$ cat src/rtl/tt_lut_engine_pkg.sv
// tt_lut_engine shared types
// FSM encoding and table sizing helper
package tt_lut_engine_pkg;

  localparam logic [1:0] ST_UNCFG  = 2'd0;
  localparam logic [1:0] ST_ACTIVE = 2'd1;
  localparam logic [1:0] ST_SWAP   = 2'd2;

  typedef enum logic [1:0] {
    UNCFG  = ST_UNCFG,
    ACTIVE = ST_ACTIVE,
    SWAP   = ST_SWAP
  } state_e;

  function automatic int depth(input int n_in);
    return 1 << n_in;
  endfunction

endpackage

$ cat src/rtl/tt_lut_engine_if.sv
// tt_lut_engine_if: config and evaluation bundle
// master issues requests, slave returns status
interface tt_lut_engine_if #(
  parameter int N_IN  = 4,
  parameter int N_OUT = 3
);

  logic             cfg_valid;
  logic             cfg_ready;
  logic [N_IN-1:0]  cfg_addr;
  logic [N_OUT-1:0] cfg_data;
  logic             cfg_commit;
  logic             cfg_err;
  logic             configured;
  logic             in_valid;
  logic [N_IN-1:0]  in_vec;
  logic             out_valid;
  logic [N_OUT-1:0] out_vec;

  modport master (
    output cfg_valid,
    output cfg_addr,
    output cfg_data,
    output cfg_commit,
    output in_valid,
    output in_vec,
    input  cfg_ready,
    input  cfg_err,
    input  configured,
    input  out_valid,
    input  out_vec
  );

  modport slave (
    input  cfg_valid,
    input  cfg_addr,
    input  cfg_data,
    input  cfg_commit,
    input  in_valid,
    input  in_vec,
    output cfg_ready,
    output cfg_err,
    output configured,
    output out_valid,
    output out_vec
  );

endinterface

$ cat src/rtl/tt_lut_bank.sv
// tt_lut_bank: DEPTH x N_OUT register array
// one write port, whole-table load, combinational read
module tt_lut_bank
  import tt_lut_engine_pkg::*;
#(
  parameter int N_IN  = 4,
  parameter int N_OUT = 3
) (
  input  logic                         clk,
  input  logic                         rst_n,
  input  logic                         we_i,
  input  logic [N_IN-1:0]              waddr_i,
  input  logic [N_OUT-1:0]             wdata_i,
  input  logic                         ld_i,
  input  logic [depth(N_IN)*N_OUT-1:0] ld_data_i,
  input  logic [N_IN-1:0]              raddr_i,
  output logic [N_OUT-1:0]             rdata_o,
  output logic [depth(N_IN)*N_OUT-1:0] tbl_o
);

  localparam int DEPTH = depth(N_IN);

  logic [N_OUT-1:0] mem_q [DEPTH];
  logic [N_OUT-1:0] mem_d [DEPTH];

  always_comb begin
    mem_d = mem_q;
    if (ld_i) begin
      for (int i = 0; i < DEPTH; i++) begin
        mem_d[i] = ld_data_i[i*N_OUT +: N_OUT];
      end
    end
    if (we_i) begin
      mem_d[waddr_i] = wdata_i;
    end
  end

  always_ff @(posedge clk or negedge rst_n) begin
    if (!rst_n) begin
      for (int i = 0; i < DEPTH; i++) begin
        mem_q[i] <= '0;
      end
    end else begin
      mem_q <= mem_d;
    end
  end

  always_comb begin
    tbl_o = '0;
    for (int i = 0; i < DEPTH; i++) begin
      tbl_o[i*N_OUT +: N_OUT] = mem_q[i];
    end
  end

  assign rdata_o = mem_q[raddr_i];

endmodule

$ cat src/rtl/tt_lut_engine.sv
// tt_lut_engine: double-buffered truth-table evaluator
// shadow bank loads while active bank evaluates
module tt_lut_engine
  import tt_lut_engine_pkg::*;
#(
  parameter int N_IN          = 4,
  parameter int N_OUT         = 3,
  parameter bit ALLOW_PARTIAL = 1'b0
) (
  input  logic             clk,
  input  logic             rst_n,
  tt_lut_engine_if.slave   bus
);

  localparam int DEPTH = depth(N_IN);
  localparam int TW    = DEPTH * N_OUT;

  state_e state_q, state_d;

  logic [DEPTH-1:0] written_q, written_d;
  logic [DEPTH-1:0] wr_bit;
  logic             err_q, err_d;
  logic             cfgd_q, cfgd_d;
  logic             ov_q, ov_d;
  logic [N_OUT-1:0] ovec_q, ovec_d;

  logic             rdy;
  logic             wr_en;
  logic             commit;
  logic             complete;
  logic             swap;
  logic             fire;
  logic [N_OUT-1:0] act_rd;
  logic [TW-1:0]    shd_tbl;
  logic [TW-1:0]    act_tbl_unused;
  logic [N_OUT-1:0] shd_rd_unused;

  assign rdy    = (state_q != SWAP);
  assign wr_en  = bus.cfg_valid && rdy;
  assign commit = bus.cfg_commit && rdy;
  assign fire   = bus.in_valid && cfgd_q;

  // a write landing with the commit counts toward completeness
  always_comb begin
    wr_bit = '0;
    if (wr_en) begin
      wr_bit[bus.cfg_addr] = 1'b1;
    end
  end

  assign complete = &(written_q | wr_bit);

  always_comb begin
    state_d   = state_q;
    written_d = written_q | wr_bit;
    err_d     = 1'b0;
    cfgd_d    = cfgd_q;
    swap      = 1'b0;
    unique case (state_q)
      UNCFG, ACTIVE: begin
        if (commit) begin
          if (complete || ALLOW_PARTIAL) begin
            state_d = SWAP;
          end else begin
            err_d = 1'b1;
          end
        end
      end
      SWAP: begin
        state_d   = ACTIVE;
        written_d = '0;
        cfgd_d    = 1'b1;
        swap      = 1'b1;
      end
      default: begin
        state_d = UNCFG;
      end
    endcase
  end

  always_comb begin
    ov_d   = fire;
    ovec_d = fire ? act_rd : ovec_q;
  end

  always_ff @(posedge clk or negedge rst_n) begin
    if (!rst_n) begin
      state_q   <= UNCFG;
      written_q <= '0;
      err_q     <= 1'b0;
      cfgd_q    <= 1'b0;
      ov_q      <= 1'b0;
      ovec_q    <= '0;
    end else begin
      state_q   <= state_d;
      written_q <= written_d;
      err_q     <= err_d;
      cfgd_q    <= cfgd_d;
      ov_q      <= ov_d;
      ovec_q    <= ovec_d;
    end
  end

  tt_lut_bank #(
    .N_IN  (N_IN),
    .N_OUT (N_OUT)
  ) u_shadow (
    .clk       (clk),
    .rst_n     (rst_n),
    .we_i      (wr_en),
    .waddr_i   (bus.cfg_addr),
    .wdata_i   (bus.cfg_data),
    .ld_i      (1'b0),
    .ld_data_i ('0),
    .raddr_i   ('0),
    .rdata_o   (shd_rd_unused),
    .tbl_o     (shd_tbl)
  );

  // active only ever changes by whole-table copy
  tt_lut_bank #(
    .N_IN  (N_IN),
    .N_OUT (N_OUT)
  ) u_active (
    .clk       (clk),
    .rst_n     (rst_n),
    .we_i      (1'b0),
    .waddr_i   ('0),
    .wdata_i   ('0),
    .ld_i      (swap),
    .ld_data_i (shd_tbl),
    .raddr_i   (bus.in_vec),
    .rdata_o   (act_rd),
    .tbl_o     (act_tbl_unused)
  );

  assign bus.cfg_ready  = rdy;
  assign bus.cfg_err    = err_q;
  assign bus.configured = cfgd_q;
  assign bus.out_valid  = ov_q;
  assign bus.out_vec    = ovec_q;

endmodule

$ cat src/flat_wrapper.sv
// flat-port wrapper written by rule: the top's interface ports become plain ports
module tt_lut_engine_flat import tt_lut_engine_pkg::*;
#(
  parameter int N_IN          = 4,
  parameter int N_OUT         = 3,
  parameter bit ALLOW_PARTIAL = 1'b0
)
  (clk, rst_n, bus_cfg_valid, bus_cfg_addr, bus_cfg_data, bus_cfg_commit, bus_in_valid, bus_in_vec, bus_cfg_ready, bus_cfg_err, bus_configured, bus_out_valid, bus_out_vec);
  tt_lut_engine_if #(.N_IN(N_IN), .N_OUT(N_OUT)) bus_i ();
  input  logic clk;
  input  logic rst_n;
  input wire logic [$bits(bus_i.cfg_valid)-1:0] bus_cfg_valid;
  input wire logic [$bits(bus_i.cfg_addr)-1:0] bus_cfg_addr;
  input wire logic [$bits(bus_i.cfg_data)-1:0] bus_cfg_data;
  input wire logic [$bits(bus_i.cfg_commit)-1:0] bus_cfg_commit;
  input wire logic [$bits(bus_i.in_valid)-1:0] bus_in_valid;
  input wire logic [$bits(bus_i.in_vec)-1:0] bus_in_vec;
  output wire logic [$bits(bus_i.cfg_ready)-1:0] bus_cfg_ready;
  output wire logic [$bits(bus_i.cfg_err)-1:0] bus_cfg_err;
  output wire logic [$bits(bus_i.configured)-1:0] bus_configured;
  output wire logic [$bits(bus_i.out_valid)-1:0] bus_out_valid;
  output wire logic [$bits(bus_i.out_vec)-1:0] bus_out_vec;
  assign bus_i.cfg_valid = bus_cfg_valid;
  assign bus_i.cfg_addr = bus_cfg_addr;
  assign bus_i.cfg_data = bus_cfg_data;
  assign bus_i.cfg_commit = bus_cfg_commit;
  assign bus_i.in_valid = bus_in_valid;
  assign bus_i.in_vec = bus_in_vec;
  assign bus_cfg_ready = bus_i.cfg_ready;
  assign bus_cfg_err = bus_i.cfg_err;
  assign bus_configured = bus_i.configured;
  assign bus_out_valid = bus_i.out_valid;
  assign bus_out_vec = bus_i.out_vec;
  tt_lut_engine #(.N_IN(N_IN), .N_OUT(N_OUT), .ALLOW_PARTIAL(ALLOW_PARTIAL)) u_core (.clk(clk), .rst_n(rst_n), .bus(bus_i));
endmodule
$ cat config.mk
export PLATFORM = sky130hd
export DESIGN_NAME = tt_lut_engine_flat
export DESIGN_NICKNAME = d
export VERILOG_FILES = /design/src/rtl/tt_lut_engine_pkg.sv /design/src/rtl/tt_lut_engine_if.sv /design/src/rtl/tt_lut_bank.sv /design/src/rtl/tt_lut_engine.sv /design/src/flat_wrapper.sv
export SDC_FILE = /design/constraint.sdc
export NUM_CORES = 1
export LEC_CHECK = 0
export ABC_CLOCK_PERIOD_IN_PS = 5900
export CAP_MARGIN = 10
export CORE_MARGIN = 2
export CORE_UTILIZATION = 64
export DETAILED_ROUTE_END_ITERATION = 7
export PLACE_DENSITY = 0.88
export SLEW_MARGIN = 0
export SYNTH_ARGS = -nofsm -noshare
export SYNTH_HDL_FRONTEND = slang
export SYNTH_SLANG_ARGS = --single-unit
$ cat constraint.sdc
create_clock -name clk -period 5.9 [get_ports clk]
set_input_delay 0.59 -clock clk [delete_from_list [all_inputs] [get_ports clk]]
set_output_delay 0.59 -clock clk [all_outputs]
set_load 0.01 [all_outputs]
Word-level counts from Yosys, hierarchy flattened. Index checks and enable logic that the tools add are counted. Widths: inputs -> output; s select.

Output and inout bits: 7. Bits in registers: 120. Logic and storage cells: 77.

Magnitude comparators: 5. Bitwise operators: 3. Equality and inequality tests: 5. Reduce and logical (&&, ||, !) cells: 9. Multiplexer cells: 17.

Operators by type and width (count): $bwmux 48 (1); $mux 16 (2); $or 16x16->16 (1); $reduce_and 16->1 (1); $bmux 3 s4 (1); $demux 3 s4 (1); $ge 5x5->1 const B (2); $not 4->5 (2); $mux 3 (3); $logic_and 1x1->1 (5); $lt 4x5->1 const B (1); $lt 5x1->1 const B (1); $mux 1 (5); $demux 1 s4 (1); $ge 4x1->1 const B (1); $mux 2 (2); $ne 2x1->1 const B (2); $pmux 2 s2 (1); $eq 2x1->1 const B (1); $eq 2x2->1 const B (1); $logic_not 2->1 (1); $ne 2x2->1 const B (1); $reduce_and 2->1 (1); $reduce_or 2->1 (1).

Logic depth before layout (Yosys ltp).
Word-level depth: 10. Depth in mapped cells: 8. Mapped depth without buffers: 6.

Modules after synthesis. From an unflattened synthesis, not the netlist that was laid out.

Cell total of the unflattened synthesis: 532. Area total of the unflattened synthesis: 6865.3 sq um.

Modules (own cells, without submodules): tt_lut_bank (cells an instance 209, area each 2834.0 sq um, instances 2); tt_lut_engine (cells an instance 114, area each 1197.4 sq um, instances 1).

Worst setup path before layout. No wires, ideal clock.

Path type: input-to-reg. Start: input bus_in_vec[0]. End: register u_core.ovec_q[0] (netlist: u_core.bus.out_vec[0]). Library setup time: 125 ps. Stages: 4. Required time: 5775 ps. Path slack: 3799 ps. Data arrival time: 1977 ps. Path through: buf_6 > mux4_1 > mux4_2 > mux2_2.

Word-level cells in the longest chain between the ends: 4.

Ends and longest elaborated chain: start: declaration (RTL line flat_wrapper.sv:17) `input wire logic [$bits(bus_i.in_vec)-1:0] bus_in_vec;`; $not 4->5 (not written as such) (RTL line tt_lut_bank.sv:55) `assign rdata_o = mem_q[raddr_i];`; $bmux 3 s4 (RTL line tt_lut_bank.sv:55); $mux 3 (not written as such) (2 in a row) (RTL line tt_lut_bank.sv:55); end signal: assignment (RTL line tt_lut_engine.sv:100) `ovec_q <= ovec_d;`; end: declaration (RTL line tt_lut_engine.sv:25) `logic [N_OUT-1:0] ovec_q, ovec_d;`.

No other way between the ends. The select of a mux whose other input is x is not followed. A chain may end at the register's enable or synchronous reset.

Worst setup path in the final report.
Start: register u_core.state_q[1]. End: output bus_cfg_ready.

Word-level cells in the longest chain between the ends: 1.

Ends and longest elaborated chain: start: declaration (RTL line tt_lut_engine.sv:18) `state_e state_q, state_d;`; start signal: assignment (RTL line tt_lut_engine.sv:95) `state_q <= state_d;`; $ne 2x2->1 (RTL line tt_lut_engine.sv:38) `assign rdy = (state_q != SWAP);`; end: declaration (RTL line flat_wrapper.sv:18) `output wire logic [$bits(bus_i.cfg_ready)-1:0] bus_cfg_ready;`.

No other way between the ends.

==> qor.csv <==
metric,value,unit
status,finished clean,
synth_seq_cells,120,
clock_path_buffers,2,
ctsResizeCount,0,
ctsRootBufferMaster,clkbuf_8,
coreArea,0.007767,sq mm
cts.sinks,120,
die_area,0.008788,sq mm
syn_area,0.005155,sq mm
synthSimpleGateAreaFrac,16.87,%
synth_ff_type,dfrtp_1,
start_util,66.37,%
cts_tree,yes,
max_slew_margin,35.82,%
drtPass1Iterations,5,
maxCapViolCount,0,
path_clk_slew,50,ps
syn_inst,459,
yosysTopAreaCellShare,58.25,%
cp.arrival,2900,ps
synth_top_family_by_area,multiplexers,
antenna_found_initial,0,
rsz0062_at_grt,no,
grt_pass1_wl,20470,microns
vias_per_cell,6.143,
vias,3643,
setup_viol,0,
cts_made_buffers,17,
crit_fanout,72,
gr-usage-met2,51.55,%
ys_async_sr_fraction,100.0,%
placed_cells,562,
met1_usage,39.80,%
wire_per_inst,21.81,microns
finalNonFillerCells,593,
nets,495,
yosysSeqAreaShare,58.25,%
fillCellCount,436,
grt_overflow,0,
critPathCaptureType,primary output,
synth_common_cells,"164 x nand2_1, 120 x dfrtp_1, 51 x mux2_2, 16 x nor2_1, 15 x clkbuf_1",
use_met3,8.347,%
p_leak,2.969,nW
synth_fp_nets,475,
cts_hold_buf,0,
port-buffer-count,22,
fin_skew,8.772,ps
dieHeight,93.75,microns
cp-start-kind,register,
finalSetupTns,0,ps
synth_edf_count,0,
synth_mux_area_share,18.91,%
syn2layout_area_growth,17.16,%
ant_nets,0,
crit_type,register to primary output,
pin_count,23,
grtUsageTotal,32.17,%
gp_congestion,0.8927,
clk_latency,510,ps
grt_max_degree,78,
syn_avg_cell_area,11.23,sq um
totalWireLength,12940,microns
drtIter0Drc,258,
p_per_area,452.9,mW/mm^2
synth-xor-area-share,0.1699,%
synth_most_common_cell,nand2_1,
grt_pass1_vias,3761,
fin_crit,3488,ps
worstPathRequired,5310,ps
synth_largest_area_cell,dfrtp_1,
num_antenna_cells,0,
synth-compound-area-share,3.010,%
synth.distinct_cells,32,
synthAdderAreaFrac,0,%
finalMaxSlewViolations,0,
vdd_ir_drop_max,0.2477,mV
drive_gt1_share,19.55,%
whs,65.04,ps
hold_viol,0,
top_usage_layer,met2,
htreeDepth,4,
std_cell_rows,32,
hold_class,primary input to asynchronous set/reset pin,
post-cts-setup-buffers,0,
finalCritPeriodShare,59.13,%
yosys_warnings,0,
place_hpwl,7797,microns
die_w,93.75,microns
drc,0,
fmax,286.7,MHz
synth_area_leaders,"dfrtp_1 58%, nand2_1 12%, mux2_2 11%, mux4_2 3.9%, mux4_1 3.1%",
tightest_slew,962.8,ps
## sequential cells by signal, summed over array words and instances, names as in the netlist
register / flops
u_core.u_active.tbl_o: 48
u_core.u_shadow.tbl_o: 48
u_core.written_q: 16
u_core.bus.out_vec: 3
u_core.state_q: 2
u_core.bus.cfg_err: 1
u_core.bus.configured: 1
u_core.bus.out_valid: 1
## through the flow
step	total power [mW]	cell area [sq um]	utilization (%)	setup slack, ps
detailed placement	1.649	5428	69.88	2839
floorplan	1.464	5155	-	3799
global placement	1.600	5428	69.88	2907
global route	2.844	6040	77.75	2299
finish	2.735	6040	77.75	2412
CTS	2.734	6040	77.75	2425
## logic make-up after synthesis
logic type | Yosys count
and+or+nand+nor | 206
DFF | 120
muxes | 70
buffers and inverters | 36
AOI/OAI and AO/OA | 26
xor gates and xnor gates | 1
## cell usage in the layout (no fill, tap or decap), types with 4 or more instances in the layout
| cell | synthesis | routed |
|---|---|---|
| nand2_1 | 164 | 164 |
| dfrtp_1 | 120 | 120 |
| mux2_2 | 51 | 51 |
| clkdlybuf4s50_1 | 0 | 21 |
| nor2_1 | 16 | 16 |
| clkbuf_16 | 0 | 16 |
| a21oi_1 | 13 | 13 |
| inv_1 | 12 | 12 |
| mux4_2 | 9 | 9 |
| mux4_1 | 6 | 6 |
| nand2b_1 | 4 | 4 |
| o21ai_0 | 4 | 4 |
| mux2i_1 | 4 | 4 |
| clkbuf_8 | 0 | 4 |
| clkbuf_1 | 15 | 4 |
| bufinv_16 | 0 | 4 |
## worst paths after layout
| check | from | to | slack (ps) | cells after the start |
|---|---|---|---|---|
| hold reg to reg | u_core.u_shadow.tbl_o[30] | u_core.u_active.tbl_o[30] | 470 | 2 |
| min in group clk | u_core.u_shadow.tbl_o[30] | u_core.u_active.tbl_o[30] | 470 | 2 |
| setup reg to reg | u_core.state_q[1] | u_core.bus.cfg_err | 2910 | 7 |
| hold / removal | rst_n | u_core.u_active.tbl_o[37] | 70 | 1 |
| setup / recovery | u_core.state_q[1] | bus_cfg_ready | 2410 | 4 |
| max in group asynchronous | rst_n | u_core.u_shadow.tbl_o[46] | 4460 | 2 |
## power breakdown
part | leakage (nW) | internal, mW | switching (mW)
registers | 1.51 | 1.04 | 0.165
logic | 1.16 | 0.231 | 0.230
clock network | 0.295 | 0.718 | 0.350
## layout make-up
class	instances	area, sq um	share of cell area (%)
inverter	13	48.80	0.8080
clock inverter	7	141.4	2.341
clock buffer	24	470.5	7.790
sequential	120	3003	49.72
timing repair buffer	24	232.7	3.853
multi-input combinational	303	2016	33.37
tap	102	127.6	2.113
## worst max-delay path, cell delays in order, from the launching register on
cell and delay [ps]:
dfrtp_1 400, nor2b_4 130, buf_4 350, inv_2 790
clkdlybuf4s50_1 690
## layer usage
layer | vias up | share of wire [%]
li1 | 1591 | -
met1 | 1835 | 39
met2 | 165 | 49
met3 | 52 | 5.7
met4 | 0 | 6.0
met5 | - | 0
(Power assumes the default switching activity.)
